File: src/rtl/tensor_core_cpu.sv
// tensor_core_cpu: single-cycle 16-bit instruction core with eight scalar
// registers and two 3x3 signed 8-bit matrices. Every instruction, including
// the full matrix multiply, commits at the rising edge that samples it.

// Scalar register file R0..R7: one write port, synchronous clear.
module cpu_register_file (
    input  logic            clock,
    input  logic            reset,
    input  logic            clear,
    input  logic            write_enable,
    input  logic [2:0]      write_address,
    input  logic [7:0]      write_data,
    output logic [7:0][7:0] registers
);
    // Async reset, RESET-opcode clear, else single register write.
    always_ff @(posedge clock or posedge reset) begin
        if (reset)
            registers <= '0;
        else if (clear)
            registers <= '0;
        else if (write_enable)
            registers[write_address] <= write_data;
    end
endmodule

// Tensor register file: registers[m][r][c], flat address m*9 + r*3 + c.
// Bulk port rewrites all of matrix 0; non-bulk port writes one element.
module tensor_core_register_file (
    input  logic                       clock,
    input  logic                       reset,
    input  logic                       clear,
    input  logic                       bulk_write_enable,
    input  logic [8:0][7:0]            bulk_data,
    input  logic                       non_bulk_write_enable,
    input  logic [4:0]                 write_address,
    input  logic [7:0]                 write_data,
    output logic [1:0][2:0][2:0][7:0]  registers
);
    // The two write ports come from different opcodes, so never collide.
    always_ff @(posedge clock or posedge reset) begin
        if (reset) begin
            registers <= '0;
        end else if (clear) begin
            registers <= '0;
        end else begin
            if (bulk_write_enable)
                for (int r = 0; r < 3; r++)
                    for (int c = 0; c < 3; c++)
                        registers[0][r][c] <= bulk_data[r*3 + c];
            if (non_bulk_write_enable)
                for (int m = 0; m < 2; m++)
                    for (int r = 0; r < 3; r++)
                        for (int c = 0; c < 3; c++)
                            if (write_address == 5'(m*9 + r*3 + c))
                                registers[m][r][c] <= write_data;
        end
    end
endmodule

module tensor_core_cpu (
    input  logic              clock_in,
    input  logic              power_on_reset_signal,
    input  logic              shifted_clock_in,
    input  logic [15:0]       current_instruction,
    output logic signed [7:0] cpu_output
);
    localparam int BUS_WIDTH = 7;

    // The phase-shifted clock exists only for port compatibility.
    logic unused_shifted_clock;
    assign unused_shifted_clock = shifted_clock_in;

    logic [3:0]               opcode;
    logic [2:0]               rd;
    logic [BUS_WIDTH:0]       imm8;
    logic signed [BUS_WIDTH:0] rs1_value, rs2_value, rd_value;
    logic [7:0][7:0]          cpu_registers;
    logic [1:0][2:0][2:0][7:0] tensor_registers;
    logic [17:0][7:0]         tensor_flat;
    logic [4:0]               load_ptr;

    logic                     clear;
    logic                     cpu_write_enable;
    logic [2:0]               cpu_write_address;
    logic [7:0]               cpu_write_data;
    logic                     tensor_core_register_file_non_bulk_write_enable;
    logic [4:0]               tensor_write_address;
    logic [7:0]               tensor_write_data;
    logic                     bulk_write_enable;
    logic [8:0][7:0]          bulk_data;
    logic [8:0][7:0]          matmul_result;

    assign opcode    = current_instruction[15:12];
    assign rd        = current_instruction[11:9];
    assign imm8      = current_instruction[7:0];
    assign rs1_value = cpu_registers[current_instruction[8:6]];
    assign rs2_value = cpu_registers[current_instruction[5:3]];
    assign rd_value  = cpu_registers[rd];

    // Packed layout puts registers[m][r][c] at flat index m*9 + r*3 + c.
    assign tensor_flat = tensor_registers;
    assign clear       = (opcode == 4'hD);

    // Addresses 18..31 are outside the file and read as zero.
    function automatic logic [7:0] tensor_read(input logic [4:0] addr,
                                               input logic [17:0][7:0] flat);
        logic [7:0] value;
        value = '0;
        for (int i = 0; i < 18; i++)
            if (addr == 5'(i)) value = flat[i];
        return value;
    endfunction

    // 3x3 product of M0 and M1; every accumulate wraps to 8 bits.
    always_comb begin
        matmul_result = '0;
        for (int i = 0; i < 3; i++)
            for (int j = 0; j < 3; j++) begin
                logic [7:0] acc;
                acc = '0;
                for (int k = 0; k < 3; k++)
                    acc = acc + tensor_flat[i*3 + k] * tensor_flat[9 + k*3 + j];
                matmul_result[i*3 + j] = acc;
            end
    end

    // Whole-matrix result for TENSOR_CORE_OPERATE; mode 11 is a no-op.
    always_comb begin
        bulk_write_enable = (opcode == 4'h5) && (current_instruction[11:10] != 2'b11);
        bulk_data         = matmul_result;
        for (int i = 0; i < 9; i++)
            case (current_instruction[11:10])
                2'b01:   bulk_data[i] = tensor_flat[i] + tensor_flat[9 + i];
                2'b10:   bulk_data[i] = tensor_flat[i] - tensor_flat[9 + i];
                default: bulk_data[i] = matmul_result[i];
            endcase
    end

    // Instruction decode into scalar and single-element tensor write ports.
    always_comb begin
        cpu_write_enable  = 1'b0;
        cpu_write_address = rd;
        cpu_write_data    = '0;
        tensor_core_register_file_non_bulk_write_enable = 1'b0;
        tensor_write_address = current_instruction[11:7];
        tensor_write_data    = '0;
        case (opcode)
            4'h0: begin cpu_write_enable = 1'b1; cpu_write_data = rs1_value + rs2_value; end
            4'h1: begin cpu_write_enable = 1'b1; cpu_write_data = rs1_value - rs2_value; end
            4'h2: begin cpu_write_enable = 1'b1; cpu_write_data = rs1_value * rs2_value; end
            4'h3: begin cpu_write_enable = 1'b1; cpu_write_data = {7'd0, rs1_value == rs2_value}; end
            4'h4: begin cpu_write_enable = 1'b1; cpu_write_data = {7'd0, rs1_value > rs2_value}; end
            4'h6: begin
                tensor_core_register_file_non_bulk_write_enable = 1'b1;
                tensor_write_address = load_ptr;
                tensor_write_data    = imm8;
            end
            4'h7: begin
                tensor_core_register_file_non_bulk_write_enable = (current_instruction[11:7] < 5'd18);
                tensor_write_data = cpu_registers[current_instruction[6:4]];
            end
            4'h8: begin
                cpu_write_enable = 1'b1;
                cpu_write_data   = tensor_read(current_instruction[8:4], tensor_flat);
            end
            4'hA: begin cpu_write_enable = 1'b1; cpu_write_data = rd_value + imm8; end
            4'hB: begin cpu_write_enable = 1'b1; cpu_write_data = rs1_value; end
            4'hC: begin
                tensor_core_register_file_non_bulk_write_enable = (current_instruction[11:7] < 5'd18);
                tensor_write_data = tensor_read(current_instruction[6:2], tensor_flat);
            end
            default: ;
        endcase
    end

    // Load pointer walks 0..17 and wraps; RESET returns it to 0.
    always_ff @(posedge clock_in or posedge power_on_reset_signal) begin
        if (power_on_reset_signal)
            load_ptr <= '0;
        else if (clear)
            load_ptr <= '0;
        else if (opcode == 4'h6)
            load_ptr <= (load_ptr == 5'd17) ? 5'd0 : load_ptr + 5'd1;
    end

    // Output register only changes on READ_CPU, READ_TENSOR_CORE and RESET.
    always_ff @(posedge clock_in or posedge power_on_reset_signal) begin
        if (power_on_reset_signal)
            cpu_output <= '0;
        else if (clear)
            cpu_output <= '0;
        else if (opcode == 4'hE)
            cpu_output <= rd_value;
        else if (opcode == 4'hF)
            cpu_output <= tensor_read(current_instruction[11:7], tensor_flat);
    end

    cpu_register_file main_cpu_register_file (
        .clock         (clock_in),
        .reset         (power_on_reset_signal),
        .clear         (clear),
        .write_enable  (cpu_write_enable),
        .write_address (cpu_write_address),
        .write_data    (cpu_write_data),
        .registers     (cpu_registers)
    );

    tensor_core_register_file main_tensor_core_register_file (
        .clock                 (clock_in),
        .reset                 (power_on_reset_signal),
        .clear                 (clear),
        .bulk_write_enable     (bulk_write_enable),
        .bulk_data             (bulk_data),
        .non_bulk_write_enable (tensor_core_register_file_non_bulk_write_enable),
        .write_address         (tensor_write_address),
        .write_data            (tensor_write_data),
        .registers             (tensor_registers)
    );
endmodule

File: config.mk
export PLATFORM = sky130hd
export DESIGN_NAME = tensor_core_cpu
export DESIGN_NICKNAME = d
export VERILOG_FILES = /design/src/rtl/tensor_core_cpu.sv
export SDC_FILE = /design/constraint.sdc
export NUM_CORES = 2
export LEC_CHECK = 0
export ABC_AREA = 1
export BUFFER_PORTS_ARGS = -buffer_cell sky130_fd_sc_hd__buf_2
export CAP_MARGIN = 10
export CORE_MARGIN = 2
export CORE_UTILIZATION = 45
export CTS_CLUSTER_DIAMETER = 120
export DETAILED_ROUTE_END_ITERATION = 10
export SLEW_MARGIN = 5
export SYNTH_ARGS = -nofsm -noshare
export SYNTH_HDL_FRONTEND = slang
export SYNTH_SLANG_ARGS = --single-unit
File: constraint.sdc
create_clock -name clock_in -period 11.4 [get_ports clock_in]
set_clock_uncertainty 0.1 [all_clocks]
set_input_delay 1.14 -clock clock_in [delete_from_list [all_inputs] [get_ports clock_in]]
set_output_delay 1.14 -clock clock_in [all_outputs]
set_load 0.01 [all_outputs]
* Yosys cells after proc, flatten, opt, wreduce, memory -nomap -nowiden
Index checks and enable logic that the tools add are counted.
** Word-level totals
- Register bits :: 221
- Logic and storage cells :: 329
- Input port bits :: 19
- Output and inout bits :: 8
** Cells by class
- $add $sub $neg :: 40
- Mux-type cells :: 108
- Equality and inequality tests :: 87
- $mul :: 28
- Order comparisons :: 7
- Reductions and logical operators :: 31
** Operator list (number)
- $mux 8 :: 80
- $mux 144 :: 2
- $add 8x8->8 :: 29
- $mul 8x8->8 :: 28
- $eq 5x4->1 const B :: 32
- $pmux 8 s2 :: 9
- $mux 64 :: 2
- $bmux 8 s3 :: 4
- $eq 5x3->1 const B :: 16
- $sub 8x8->8 :: 10
- $mux 72 :: 1
- $bwmux 64 :: 1
- $pmux 8 s8 :: 1
- $eq 5x5->1 const B :: 9
- $eq 5x2->1 const B :: 8
- $eq 4x4->1 const B :: 7
- $demux 8 s3 :: 1
- $pmux 8 s3 :: 1
- $reduce_bool 2->1 :: 12
- $eq 5x1->1 const B :: 4
- $logic_not 5->1 :: 4
- $mux 5 :: 4
- $reduce_and 2->1 :: 9
- $eq 4x3->1 const B :: 4
- other kinds (18) :: 23

* Longest topological paths before layout
- Word-level depth :: 23
- Mapped depth :: 38
- Mapped depth without buffers :: 35

* By module
Synthesis repeated with hierarchy kept, for this count alone.
** Unflattened totals
- Cell total of the unflattened synthesis :: 7742
- Area, all modules :: 51682.1 um2
** By module, submodules not included
- tensor_core_cpu :: instances 1, sequential area each 325.3 um2, area an instance 42096.6 um2, cells an instance 6558
- tensor_core_register_file :: instances 1, sequential area each 3603.5 um2, area an instance 6802.8 um2, cells an instance 875
- cpu_register_file :: instances 1, sequential area each 1601.5 um2, area an instance 2782.7 um2, cells an instance 309

* Least setup slack after synthesis
Ideal clock, no wire load.
- Path kind :: register to register
- Start point :: reg main_tensor_core_register_file.registers[1] in the netlist's numbering
- End point :: reg main_tensor_core_register_file.registers[23] in the netlist's numbering
- Setup slack :: 4.911 ns
- Stages on the path, launching flop included :: 36
- Data arrival time :: 6.327 ns
- Library setup time :: 0.063 ns
- Data required time :: 11.237 ns
- Path buffers :: 3
- Clock period less this slack :: 6.489 ns
- Cell sequence :: dfrtp_1 > clkbuf_1 > clkbuf_1 > clkbuf_1 > nand2_1 > fa_1 > fa_1 > fa_1 > fa_1 > inv_1 > fa_1 > fa_1 > inv_1 > fa_1 > inv_1 > ha_1 > nand2_1 > a21oi_1 > nor2_1 > nand2_1 > nand2_1 > inv_1 > nand3_1 > nand2_1 > inv_1 > nand2_1 > nand2_1 > nand2_1 > nand2_1 > nand2_1 > nand3_1 > nand2_1 > nand2_1 > a21oi_1 > nand2_1 > inv_1
** Between the ends
- Cells in the longest elaborated chain, start to end :: 8
** RTL lines
- start: declaration :: line 37 : output logic [1:0][2:0][2:0][7:0] registers
- start signal: indexed assignment :: line 49 : registers[0][r][c] <= bulk_data[r*3 + c];
- start signal: indexed assignment :: line 55 : registers[m][r][c] <= write_data;
- $mul 8x8->8 * :: line 122 : acc = acc + tensor_flat[i*3 + k] * tensor_flat[9 + k*3 + j];
- $add 8x8->8 * (2 in series) :: line 122
- $pmux 8 s2 * :: line 132 : case (current_instruction[11:10])
- $mux 72 * :: line 46 : if (bulk_write_enable)
- $mux 8 :: line 54 : if (write_address == 5'(m*9 + r*3 + c))
- $mux 144 * :: line 50 : if (non_bulk_write_enable)
- $mux 144 * :: line 43 : end else if (clear) begin
Mark *: on every way between the ends. The rest lies on a longest branch, timed or not. The select of a mux whose other input is x is not followed.
A chain may end at the register's enable or synchronous reset.

* Worst setup path after layout
- Start point :: reg main_tensor_core_register_file.registers[32] in the netlist's numbering
- End point :: reg main_tensor_core_register_file.registers[47] in the netlist's numbering
The elaborated chain is that of the path after synthesis.

==> results.cfg <==
[clock_tree]
cts_setup_buffers = 0
tritoncts = built
ctsHoldBuffers = 0
htreeDepth = 1
cts_resized = 0
cts_made_buffers = 30
cts.sinks = 221
cts.clk_slew.worst_paths_ps = 60
cts_root_buf = clkbuf_16
max-clock-path-buffers = 3
insertion_delay_ps = 640

[critical_path]
slowest_stage = dfrtp_1
reg2reg_slack_ps = 4410
r2r_cells = 31
worstPathRequired_ps = 11850
r2r-end = main_tensor_core_register_file.registers[47]
max_stage_delay_ps = 990
start_kind = flip-flop
r2r-start = main_tensor_core_register_file.registers[32]
cpMostUsedCell = nand2_1
cp.arrival_ps = 7440
worstSetupEndpointType = flip-flop
crit_type = reg -> reg
worst-path-max-fanout = 17

[place]
gp_congestion = 1.04
dp.final_hpwl_um = 160000
dpl-instance-area_sq_mm = 0.0541
portBuffers = 25

[timing]
rsz0062_at_grt = false
fin_crit_ps = 6990
hold_violations = 0
min_period_over_period_pct = 61.3
fmax_mhz = 143
worst_pin_slew_ps = 1240
setup_viol = 0
slew_violations = 0
slew_headroom_pct = 17.1
tns_ps = 0

[grt]
grt_pass1_vias = 49800
grt_max_degree = 98
grt-ovfl-total = 0
antenna_found_initial = 10
grt_use_total_pct = 35.7
grt_pass1_wl_um = 318000

[synth]
synth_most_common_cell = nand2_1
yosys-top-cells-count = 2445 x nand2_1, 1845 x inv_1, 572 x ha_1
syn_area_sq_mm = 0.0524
synth_top_area_cell = fa_1
ys_ff_latch = 221
ys_seq_area_share_pct = 10.6
netlist_top_cells_area = fa_1 19%, nand2_1 18%, ha_1 14%
yosys_warnings = 0
synthSimpleGateAreaFrac_pct = 26.1
yosys_most_used_dff = dfrtp_1
syn_avg_cell_area_sq_um = 6.53
yosysTopAreaCellShare_pct = 18.8
synthAdderAreaFrac_pct = 32.5
synth_compound_area_share_pct = 8.16
syn_nets = 9112
synthDistinctLibCells = 57
synth_top_family_by_area = adder cells
yosys.area_share.xor_xnor_pct = 6.42
synthCells = 8029
synth_edf_count = 0
async_flop_share_pct = 100
synth.mux.area_fraction_pct = 0

[pwr]
peakVddDrop_uv = 133
p_leak_nw = 32.0
power.density_mw_per_mm2 = 81.8

[final_layout]
n_fill_cell = 12100
final_nets = 8944
design_area_sq_mm = 0.0551
drive_gt1_share_pct = 4.68
areaGrowthSynthToFinish_pct = 5.10

[run]
drv_cap = 0

[drt]
drtIter0Drc = 5598
postRouteAntennaNets = 0
drc_errors = 0
vias_per_cell = 5.46
drt-total-wl_um = 215000
vias = 51400
routedWlPerCell_um = 22.9
firstDrtPassIters = 9

[hold_path]
worstHoldStart = main_tensor_core_register_file.registers[74]
hold_path.class = reg -> reg
holdPathEnd = main_tensor_core_register_file.registers[74]
worstHoldPathCells = 2

[floorplanning]
die_h_um = 345
core_area_sq_mm = 0.116
die-area_sq_mm = 0.119
num_rows = 125
dieWidth_um = 345
start_util_pct = 45.2
io_pins = 27

[outcome]
status = completed
## state kept, by name, indices dropped and copies added (netlist names)
signal and flops:
cpu_output 8, main_cpu_register_file.registers 64, load_ptr 5, main_tensor_core_register_file.registers 144
## logic make-up after synthesis
logic type	Yosys count
buffers and inverters	2266
xor gates and xnor gates	384
DFF	221
and+or+nand+nor	3331
AOI/OAI and AO/OA	763
adders and majority gates	1064
## worst max path at each step
stage                                                  from                                            to  slack, ps  cells after the start
2_1_floorplan                         power_on_reset_signal                                 cpu_output[0]       4110                      1
3_3_place_gp   main_tensor_core_register_file.registers[24]  main_tensor_core_register_file.registers[47]       4430                     29
3_5_place_dp   main_tensor_core_register_file.registers[24]  main_tensor_core_register_file.registers[47]       4430                     29
4_1_cts        main_tensor_core_register_file.registers[24]  main_tensor_core_register_file.registers[47]       4390                     29
5_1_grt        main_tensor_core_register_file.registers[24]  main_tensor_core_register_file.registers[47]       4100                     29
6_report       main_tensor_core_register_file.registers[32]  main_tensor_core_register_file.registers[47]       4410                     31
## per-layer routing
| metal | global-route usage [%] | share of wire (%) |
|---|---|---|
| met5 | 0 | 0.027 |
| met4 | 18.9 | 6.3 |
| met3 | 8.64 | 11 |
| met2 | 55.9 | 43 |
| met1 | 45.5 | 39 |
## cells in the final DEF, fill, tap and decap left out, types with 25 or more instances in the layout
cell type and n:
dfrtp_1 217, nand2_1 2444, o22ai_1 29, nand4_1 77, xnor2_1 182, o21ai_0 251
fa_1 492, nor2_1 315, clkbuf_16 30, buf_2 25, inv_2 42, nand3b_1 29
inv_1 1841, nand2_2 28, ha_1 570, xor2_1 202, buf_4 141, a22oi_1 31
nand3_1 330, a21oi_1 311
## worst max-delay path: cells and delay by family, from the launching register on
family,cells,cell delay (ps)
xor gates and xnor gates,1,310
and+or+nand+nor,13,1050
AOI/OAI and AO/OA,2,350
DFF,1,990
buffers and inverters,7,770
adders and majority gates,8,3290
## layout make-up
type	count	area, sq um	share of cell area, %
antenna	4	10.0	0.0182
clock buffer	38	821	1.49
clock inverter	15	136	0.248
inverter	1900	7140	13.0
multi-input combinational	5542	38300	69.6
sequential	221	5540	10.1
tap	1524	1910	3.46
timing repair buffer	166	1180	2.15
## metrics by stage
stage	power (W)	utilization [%]	cells	worst slack (ps)	hold WS, ps
2_1_floorplan	0.00250	-	8029	4110	349
3_3_place_gp	0.00345	46.7	9353	4430	363
3_5_place_dp	0.00347	46.7	9353	4430	367
4_1_cts	0.00443	47.5	9406	4390	383
5_1_grt	0.00472	47.5	9406	4100	400
6_report	0.00451	47.5	9410	4410	384
## report_power, final
part           internal, W  total, W  switching [W]
combinational     0.000657   0.00227        0.00162
sequential        0.000923   0.00127       0.000350
clock             0.000531  0.000959       0.000428
(Power assumes the default switching activity.)
